==> config.mk <==
export PLATFORM = sky130hd
export DESIGN_NAME = clk_div_prog_flat
export DESIGN_NICKNAME = d
export VERILOG_FILES = /design/src/rtl/clk_div_prog_if.sv /design/src/rtl/clk_div_prog.sv /design/src/flat_wrapper.sv
export SDC_FILE = /design/constraint.sdc
export NUM_CORES = 1
export LEC_CHECK = 0
export BUFFER_PORTS_ARGS = -buffer_cell sky130_fd_sc_hd__buf_2
export CELL_PAD_IN_SITES_DETAIL_PLACEMENT = 2
export CELL_PAD_IN_SITES_GLOBAL_PLACEMENT = 2
export CORE_MARGIN = 4
export CORE_UTILIZATION = 42
export DETAILED_ROUTE_END_ITERATION = 8
export PLACE_DENSITY_LB_ADDON = 0.08
export SLEW_MARGIN = 20
export SYNTH_ARGS = -nofsm -noshare
export SYNTH_HDL_FRONTEND = slang
export SYNTH_SLANG_ARGS = --single-unit
==> constraint.sdc <==
create_clock -name clk_in -period 10.15 [get_ports clk_in]
set_input_delay 1.5225 -clock clk_in [delete_from_list [all_inputs] [get_ports clk_in]]
set_output_delay 1.5225 -clock clk_in [all_outputs]
set_load 0.02 [all_outputs]
==> src/rtl/clk_div_prog_if.sv <==
// ---------------------------------------------------------------------------
// clk_div_prog_if
//
// Purpose:
//   Groups the control and status signals of the programmable clock divider.
//   The clock (clk_in) and the reset (rst) stay plain module ports.
//
// Signals:
//   en         run enable, synchronous to clk_in
//   mode       0 = preset F0, 1 = preset F1, 2 = programmable, 3 = forced low
//   load       one-cycle strobe that captures period_in/high_in into the shadow
//   period_in  programmable period in clk_in cycles
//   high_in    programmable high time in clk_in cycles
//   load_ack   one-cycle pulse when a loaded value becomes active
//   clk_out    divided clock, registered
//   tick       one-cycle pulse on the first cycle of each output period
//
// Modports:
//   master  drives the controls and observes the status (system side)
//   slave   the divider itself
// ---------------------------------------------------------------------------
interface clk_div_prog_if #(
  parameter int WIDTH = 24
);

  logic             en;
  logic [1:0]       mode;
  logic             load;
  logic [WIDTH-1:0] period_in;
  logic [WIDTH-1:0] high_in;
  logic             load_ack;
  logic             clk_out;
  logic             tick;

  modport master (
    output en,
    output mode,
    output load,
    output period_in,
    output high_in,
    input  load_ack,
    input  clk_out,
    input  tick
  );

  modport slave (
    input  en,
    input  mode,
    input  load,
    input  period_in,
    input  high_in,
    output load_ack,
    output clk_out,
    output tick
  );

endinterface

==> src/rtl/clk_div_prog.sv <==
// ---------------------------------------------------------------------------
// clk_div_prog
//
// Purpose:
//   Programmable clock divider with pulse-width control. The output clk_out
//   is high for H_act cycles and low for P_act - H_act cycles of clk_in. The
//   rate comes from one of two compile-time presets or from a period/high
//   pair loaded at run time through a shadow register. Every rate change
//   takes effect only at a period boundary, so the output never shows a
//   short or a stretched pulse. A one-cycle tick marks the first cycle of
//   every output period.
//
// Ports:
//   clk_in  system clock
//   rst     asynchronous active-low reset
//   bus     clk_div_prog_if.slave: en, mode, load, period_in, high_in in;
//           load_ack, clk_out, tick out
//
// Parameters:
//   CLK_HZ    input clock frequency in Hz
//   F0_HZ     preset 0 output frequency
//   F1_HZ     preset 1 output frequency
//   DUTY_PCT  preset duty cycle in percent (0..100)
//   WIDTH     counter / period / high-time width in bits
//
// Build option:
//   CLK_DIV_SYNC_IN_EN  when defined, en, mode and load each pass through a
//                       two-flop synchroniser before use and load is
//                       edge-detected on the synchronised signal. Every
//                       input-to-effect latency grows by two cycles.
//                       period_in/high_in are not synchronised; they must be
//                       held stable until the load has been captured.
//                       When undefined, the inputs are treated as
//                       synchronous to clk_in and used directly.
// ---------------------------------------------------------------------------
module clk_div_prog #(
  parameter int CLK_HZ   = 50000000,
  parameter int F0_HZ    = 2257,
  parameter int F1_HZ    = 12257,
  parameter int DUTY_PCT = 20,
  parameter int WIDTH    = 24
) (
  input  logic          clk_in,
  input  logic          rst,
  clk_div_prog_if.slave bus
);

  typedef enum logic [1:0] {
    MODE_F0   = 2'd0,
    MODE_F1   = 2'd1,
    MODE_PROG = 2'd2,
    MODE_LOW  = 2'd3
  } mode_t;

  // Preset periods and high times, integer division as in the predecessor.
  // 64-bit arithmetic keeps P*DUTY_PCT from overflowing for large periods.
  localparam longint P0_RAW = longint'(CLK_HZ) / longint'(F0_HZ);
  localparam longint H0_RAW = (P0_RAW * longint'(DUTY_PCT)) / 64'sd100;
  localparam longint P1_RAW = longint'(CLK_HZ) / longint'(F1_HZ);
  localparam longint H1_RAW = (P1_RAW * longint'(DUTY_PCT)) / 64'sd100;

  // The presets obey the same clamping rules as loaded values, so the reset
  // state is already a legal active pair.
  localparam longint P0_CLP = (P0_RAW < 2) ? 64'sd2 : P0_RAW;
  localparam longint H0_CLP = (H0_RAW > P0_CLP) ? P0_CLP : H0_RAW;
  localparam longint P1_CLP = (P1_RAW < 2) ? 64'sd2 : P1_RAW;
  localparam longint H1_CLP = (H1_RAW > P1_CLP) ? P1_CLP : H1_RAW;

  localparam logic [WIDTH-1:0] P0_W  = WIDTH'(P0_CLP);
  localparam logic [WIDTH-1:0] H0_W  = WIDTH'(H0_CLP);
  localparam logic [WIDTH-1:0] P1_W  = WIDTH'(P1_CLP);
  localparam logic [WIDTH-1:0] H1_W  = WIDTH'(H1_CLP);
  localparam logic [WIDTH-1:0] ONE   = WIDTH'(1);
  localparam logic [WIDTH-1:0] P_MIN = WIDTH'(2);

  // Effective control inputs after the optional synchroniser.
  logic  w_en;
  mode_t w_mode;
  logic  w_load;

`ifdef CLK_DIV_SYNC_IN_EN
  logic [1:0] r_enSync;
  logic [1:0] r_modeSync0;
  logic [1:0] r_modeSync1;
  logic [1:0] r_loadSync;
  logic       r_loadPrev;

  // Two-flop synchronisers for the asynchronous controls. The extra flop on
  // load remembers the previous synchronised level so a long load pulse
  // still captures only once.
  always_ff @(posedge clk_in or negedge rst) begin
    if (!rst) begin
      r_enSync    <= 2'b00;
      r_modeSync0 <= 2'b00;
      r_modeSync1 <= 2'b00;
      r_loadSync  <= 2'b00;
      r_loadPrev  <= 1'b0;
    end else begin
      r_enSync    <= {r_enSync[0], bus.en};
      r_modeSync0 <= bus.mode;
      r_modeSync1 <= r_modeSync0;
      r_loadSync  <= {r_loadSync[0], bus.load};
      r_loadPrev  <= r_loadSync[1];
    end
  end

  assign w_en   = r_enSync[1];
  assign w_mode = mode_t'(r_modeSync1);
  assign w_load = r_loadSync[1] & ~r_loadPrev;
`else
  assign w_en   = bus.en;
  assign w_mode = mode_t'(bus.mode);
  assign w_load = bus.load;
`endif

  // Period counter, active pair, shadow pair and output registers.
  logic [WIDTH-1:0] r_cnt;
  logic [WIDTH-1:0] r_pAct;
  logic [WIDTH-1:0] r_hAct;
  mode_t            r_modeAct;
  logic [WIDTH-1:0] r_pSh;
  logic [WIDTH-1:0] r_hSh;
  logic             r_pending;
  logic             r_clkOut;
  logic             r_tick;
  logic             r_loadAck;

  logic             w_boundary;
  logic [WIDTH-1:0] w_cntInc;
  logic [WIDTH-1:0] w_pSel;
  logic [WIDTH-1:0] w_hSel;
  logic [WIDTH-1:0] w_pNew;
  logic [WIDTH-1:0] w_hNew;

  // The boundary is the last cycle of the current period. It also fires on
  // the first enabled edge after en was low, because the counter is parked
  // at P_act-1 while disabled.
  assign w_boundary = w_en && (r_cnt == (r_pAct - ONE));
  assign w_cntInc   = r_cnt + ONE;

  // Pair that would become active at a boundary: select by the requested
  // mode, then clamp. Forced-low mode keeps the P0 period so tick keeps its
  // preset rate; the output is gated off separately.
  always_comb begin
    w_pSel = P0_W;
    w_hSel = H0_W;
    case (w_mode)
      MODE_F1: begin
        w_pSel = P1_W;
        w_hSel = H1_W;
      end
      MODE_PROG: begin
        w_pSel = r_pSh;
        w_hSel = r_hSh;
      end
      default: begin
        w_pSel = P0_W;
        w_hSel = H0_W;
      end
    endcase
    w_pNew = (w_pSel < P_MIN) ? P_MIN : w_pSel;
    w_hNew = (w_hSel > w_pNew) ? w_pNew : w_hSel;
  end

  // Shadow register. A later load overwrites an earlier one that has not
  // been applied yet. A load that coincides with a boundary wins over the
  // pending clear, so it survives to the following boundary while the
  // boundary itself applies the older shadow contents.
  always_ff @(posedge clk_in or negedge rst) begin
    if (!rst) begin
      r_pSh     <= '0;
      r_hSh     <= '0;
      r_pending <= 1'b0;
    end else begin
      if (w_load) begin
        r_pSh     <= bus.period_in;
        r_hSh     <= bus.high_in;
        r_pending <= 1'b1;
      end else if (w_boundary && (w_mode == MODE_PROG)) begin
        r_pending <= 1'b0;
      end
    end
  end

  // Divider core. The active pair and mode only change on a boundary, so
  // the running period always completes with the values it started with.
  // clk_out is computed from the counter value it will hold next, which
  // makes the high phase exactly H_act cycles starting at the tick cycle.
  always_ff @(posedge clk_in or negedge rst) begin
    if (!rst) begin
      r_cnt     <= P0_W - ONE;
      r_pAct    <= P0_W;
      r_hAct    <= H0_W;
      r_modeAct <= MODE_F0;
      r_clkOut  <= 1'b0;
      r_tick    <= 1'b0;
      r_loadAck <= 1'b0;
    end else begin
      r_loadAck <= 1'b0;
      if (!w_en) begin
        r_cnt    <= r_pAct - ONE;
        r_clkOut <= 1'b0;
        r_tick   <= 1'b0;
      end else if (w_boundary) begin
        r_cnt     <= '0;
        r_tick    <= 1'b1;
        r_modeAct <= w_mode;
        r_pAct    <= w_pNew;
        r_hAct    <= w_hNew;
        r_clkOut  <= (w_hNew != '0) && (w_mode != MODE_LOW);
        if ((w_mode == MODE_PROG) && r_pending) begin
          r_loadAck <= 1'b1;
        end
      end else begin
        r_cnt    <= w_cntInc;
        r_tick   <= 1'b0;
        r_clkOut <= (w_cntInc < r_hAct) && (r_modeAct != MODE_LOW);
      end
    end
  end

  assign bus.clk_out  = r_clkOut;
  assign bus.tick     = r_tick;
  assign bus.load_ack = r_loadAck;

endmodule

==> src/flat_wrapper.sv <==
// flat-port wrapper written by rule: the top's interface ports become plain ports
module clk_div_prog_flat 
#(
  parameter int CLK_HZ   = 50000000,
  parameter int F0_HZ    = 2257,
  parameter int F1_HZ    = 12257,
  parameter int DUTY_PCT = 20,
  parameter int WIDTH    = 24
)
  (clk_in, rst, bus_en, bus_mode, bus_load, bus_period_in, bus_high_in, bus_load_ack, bus_clk_out, bus_tick);
  clk_div_prog_if #(.WIDTH(WIDTH)) bus_i ();
  input  logic clk_in;
  input  logic rst;
  input wire logic [$bits(bus_i.en)-1:0] bus_en;
  input wire logic [$bits(bus_i.mode)-1:0] bus_mode;
  input wire logic [$bits(bus_i.load)-1:0] bus_load;
  input wire logic [$bits(bus_i.period_in)-1:0] bus_period_in;
  input wire logic [$bits(bus_i.high_in)-1:0] bus_high_in;
  output wire logic [$bits(bus_i.load_ack)-1:0] bus_load_ack;
  output wire logic [$bits(bus_i.clk_out)-1:0] bus_clk_out;
  output wire logic [$bits(bus_i.tick)-1:0] bus_tick;
  assign bus_i.en = bus_en;
  assign bus_i.mode = bus_mode;
  assign bus_i.load = bus_load;
  assign bus_i.period_in = bus_period_in;
  assign bus_i.high_in = bus_high_in;
  assign bus_load_ack = bus_i.load_ack;
  assign bus_clk_out = bus_i.clk_out;
  assign bus_tick = bus_i.tick;
  clk_div_prog #(.CLK_HZ(CLK_HZ), .F0_HZ(F0_HZ), .F1_HZ(F1_HZ), .DUTY_PCT(DUTY_PCT), .WIDTH(WIDTH)) u_core (.clk_in(clk_in), .rst(rst), .bus(bus_i));
endmodule
==> flow_summary.yaml <==
clock_tree:
  clk_path_buf_depth: 2
  cts_hold_buf: 0
  clock_sinks: 126
  cts_made_buffers: 17
  cts_root_buffer: "clkbuf_16"
  htree_levels: 4
  cts_setup_buffers: 0
  worstSkewPairLatency_ns: 0.44
  path_clk_slew_ns: 0.07
  cts_tree: "done"
  cts_resized: 0
worst_setup_path:
  crit_type: "input port to flip-flop"
  r2r_cells: 10
  r2r_slack_ns: 5.62
  critPathCapture: "u_core.r_hAct[0]$_DFFE_PN0P_"
  r2r-start: "u_core.r_pAct[1]$_DFFE_PN0P_"
  reg2reg_to: "u_core.r_pAct[1]$_DFFE_PN0P_"
  startpoint: "bus_mode[0]"
  cp.required_ns: 10.47
  critPathArrivalTime_ns: 6.03
  critPathMaxFanout: 25
  startpoint_type: "input port"
  critical_path.endpoint_type: "flip-flop"
die:
  coreArea_um2: 19000
  die_h_um: 148
  die_width_um: 148
  ios: 57
  num_rows: 50
  die-area_um2: 21900
  start_util_pct: 43.4
pwr:
  p_leak_nw: 4.26
  power_density_nw_per_um2: 205
  p_int_mw: 1.21
  combinationalPowerShare_pct: 28.5
  ir_worst_vdd_v: 0.000121
  switching_share_pct: 35.7
  sequentialPowerShare_pct: 38.1
  switchingPower_mw: 0.673
  power_mw: 1.88
  pwr-share-clk_pct: 33.4
logic_synthesis:
  synth_edf_count: 0
  synthFlopType: "dfrtp_1"
  synth.top_cell.area_share_pct: 32.5
  ys_types: 62
  yosys-top-cells-count: "107 x dfrtp_1, 72 x nand2_1, 68 x mux2_2, 62 x inv_1, 59 x a21oi_1"
  yosysWarnings: 0
  avgSynthCellArea_um2: 9.64
  synth-seq-area-share_pct: 38.6
  netlist_instances: 854
  yosysMostFrequentCell: "dfrtp_1"
  ys_ff_latch: 126
  synth_area_leaders: "dfrtp_1 33%, mux2_2 9.3%, ha_1 8.1%"
  async_flop_share_pct: 100
  synth_top_area_cell: "dfrtp_1"
  synth_nets: 961
  syn_area_um2: 8230
placement:
  dp_hpwl_um: 19900
  io_buffers: 56
  globalplace.congestion: 0.882
timing:
  period_minus_slack_ns: 5.71
  hold_viol: 0
  relSlewSlack_pct: 28.1
  tightest_slew_ns: 1.08
  slew_viol_final: 0
  setup-violations-final: 0
  fmax_ghz: 0.175
  fin_skew_ns: 0.0119
  rsz0062_at_grt: "no"
  fin_tns_setup_ns: 0
  whs_ns: 0.466
  post-route-period-util_pct: 56.2
drt:
  drtAntennaViolNets: 0
  post_drt_wl_per_cell_um: 23.4
  drt_iter0_markers: 417
  avgViaCountPerCell: 5.81
  drc: 0
  vias: 6699
  finalWirelength_um: 27000
  drt-pass1-iter-count: 7
global_route:
  grt_usage_pct: 25.6
  grt_max_degree: 81
  overflow: 0
  antenna_found_initial: 2
  grt_pass1_vias: 7443
  grt_pass1_wl_um: 43600
layout:
  n_antenna_cell: 0
  areaGrowthSynthToFinish_pct: 11.9
  drive_above_1_share_pct: 21.4
  n_fill_cell: 2028
  num-nets-final: 988
min_path:
  worstHoldStart: "u_core.r_hAct[6]$_DFFE_PN1P_"
  hold_class: "flip-flop to flip-flop"
run:
  cap_viol_max_count: 0
status:
  status: "completed"
worst min path at each step:
stage	to	slack, ns	cells past startpoint
after global placement	u_core.r_hAct[12]$_DFFE_PN1P_	0.45	2
after floorplan	u_core.r_hAct[12]$_DFFE_PN1P_	0.44	2
after detailed placement	u_core.r_hAct[6]$_DFFE_PN1P_	0.46	2
after CTS	u_core.r_hAct[6]$_DFFE_PN1P_	0.47	2
after global routing	u_core.r_hAct[6]$_DFFE_PN1P_	0.48	2
final	u_core.r_hAct[6]$_DFFE_PN1P_	0.47	2
layout by cell type, fill, tap and decap left out, types with 5 or more instances in the layout:
| master | n |
|---|---|
| nand4_1 | 20 |
| o21ai_0 | 38 |
| nand2b_1 | 6 |
| nand2_1 | 72 |
| and3_1 | 8 |
| a21oi_1 | 59 |
| nor4_1 | 19 |
| nand3_1 | 26 |
| a211oi_1 | 6 |
| clkbuf_16 | 17 |
| ha_1 | 53 |
| dfrtp_1 | 107 |
| a21o_1 | 7 |
| mux2_2 | 68 |
| inv_1 | 62 |
| nor3_1 | 14 |
| buf_2 | 55 |
| xnor2_1 | 43 |
| xor2_1 | 14 |
| nor2_1 | 35 |
| mux2i_1 | 30 |
| o21ai_1 | 15 |
| or3_1 | 8 |
| or4_1 | 5 |
| or2_2 | 6 |
| dfstp_2 | 19 |
| buf_4 | 6 |
registers in the layout, summed over array words and instances, names as in the netlist:
| register | cells |
|---|---|
| u_core.bus.tick | 1 |
| u_core.r_pending | 1 |
| u_core.r_hSh | 24 |
| u_core.r_pSh | 24 |
| u_core.r_pAct | 24 |
| u_core.r_cnt | 24 |
| u_core.bus.clk_out | 1 |
| u_core.bus.load_ack | 1 |
| u_core.r_hAct | 24 |
| u_core.r_modeAct | 2 |
cell families (layout without fill, tap and decap cells):
kind of cell	count (synthesis)	count (layout)	synth area share (%)
compound gates	154	154	11.2
xor+xnor	62	62	7.45
fa+ha+maj	53	53	8.06
buf+inv	116	156	6.08
flops	126	126	38.6
mux	102	102	13.7
simple gates	241	241	15.0
power groups by stage:
stage	Combinational [mW]	Clock (mW)	Sequential, mW
final	0.537	0.629	0.718
after global routing	0.604	0.664	0.730
after CTS	0.539	0.637	0.717
after detailed placement	0.527	0	0.722
after global placement	0.494	0	0.714
after floorplan	0.403	0	0.662
routing by layer:
metal / vias up / share of wire (%) / GRT usage, % / wire, um
met4: 2 / 2.3 / 7.44 / 629
met3: 44 / 3.3 / 4.48 / 880
met5: - / 0.026 / 0 / 7
met2: 142 / 49 / 42.6 / 13200
li1: 3072 / - / - / -
met1: 3439 / 46 / 34.4 / 12300
metrics by stage:
stage | setup WS, ns | area (um^2) | util (%) | instances
4_1_cts | 4.40 | 9200 | 48.6 | 1154
6_report | 4.44 | 9210 | 48.6 | 1154
5_1_grt | 4.16 | 9210 | 48.6 | 1154
3_3_place_gp | 4.38 | 8610 | 45.4 | 1122
2_1_floorplan | 4.72 | 8230 | - | 854
3_5_place_dp | 4.06 | 8610 | 45.4 | 1122
final cells by class:
cell class	count	area, um^2	area share (%)
multi-input cells	612	4550	49.4
repair buffers	62	332	3.60
inverters	62	233	2.53
well taps	260	325	3.53
clock inverters	13	156	1.70
clock buffers	19	433	4.70
flip-flops and latches	126	3180	34.5
critical path: stages:
cell,delay (ns)
buf_2,0.12
inv_1,0.08
ha_1,0.44
or2_2,0.43
a21oi_1,0.35
nand3_1,0.14
a211oi_1,0.37
nor2_1,0.16
ha_1,0.34
nor2b_1,0.15
o211ai_1,0.16
a21oi_1,0.09
o21a_1,0.20
o31ai_1,0.30
a32o_1,0.18
buf_4,0.35
mux2_2,0.39
mux2_4,0.26
Note: power is estimated with default switching activity, not from simulation.
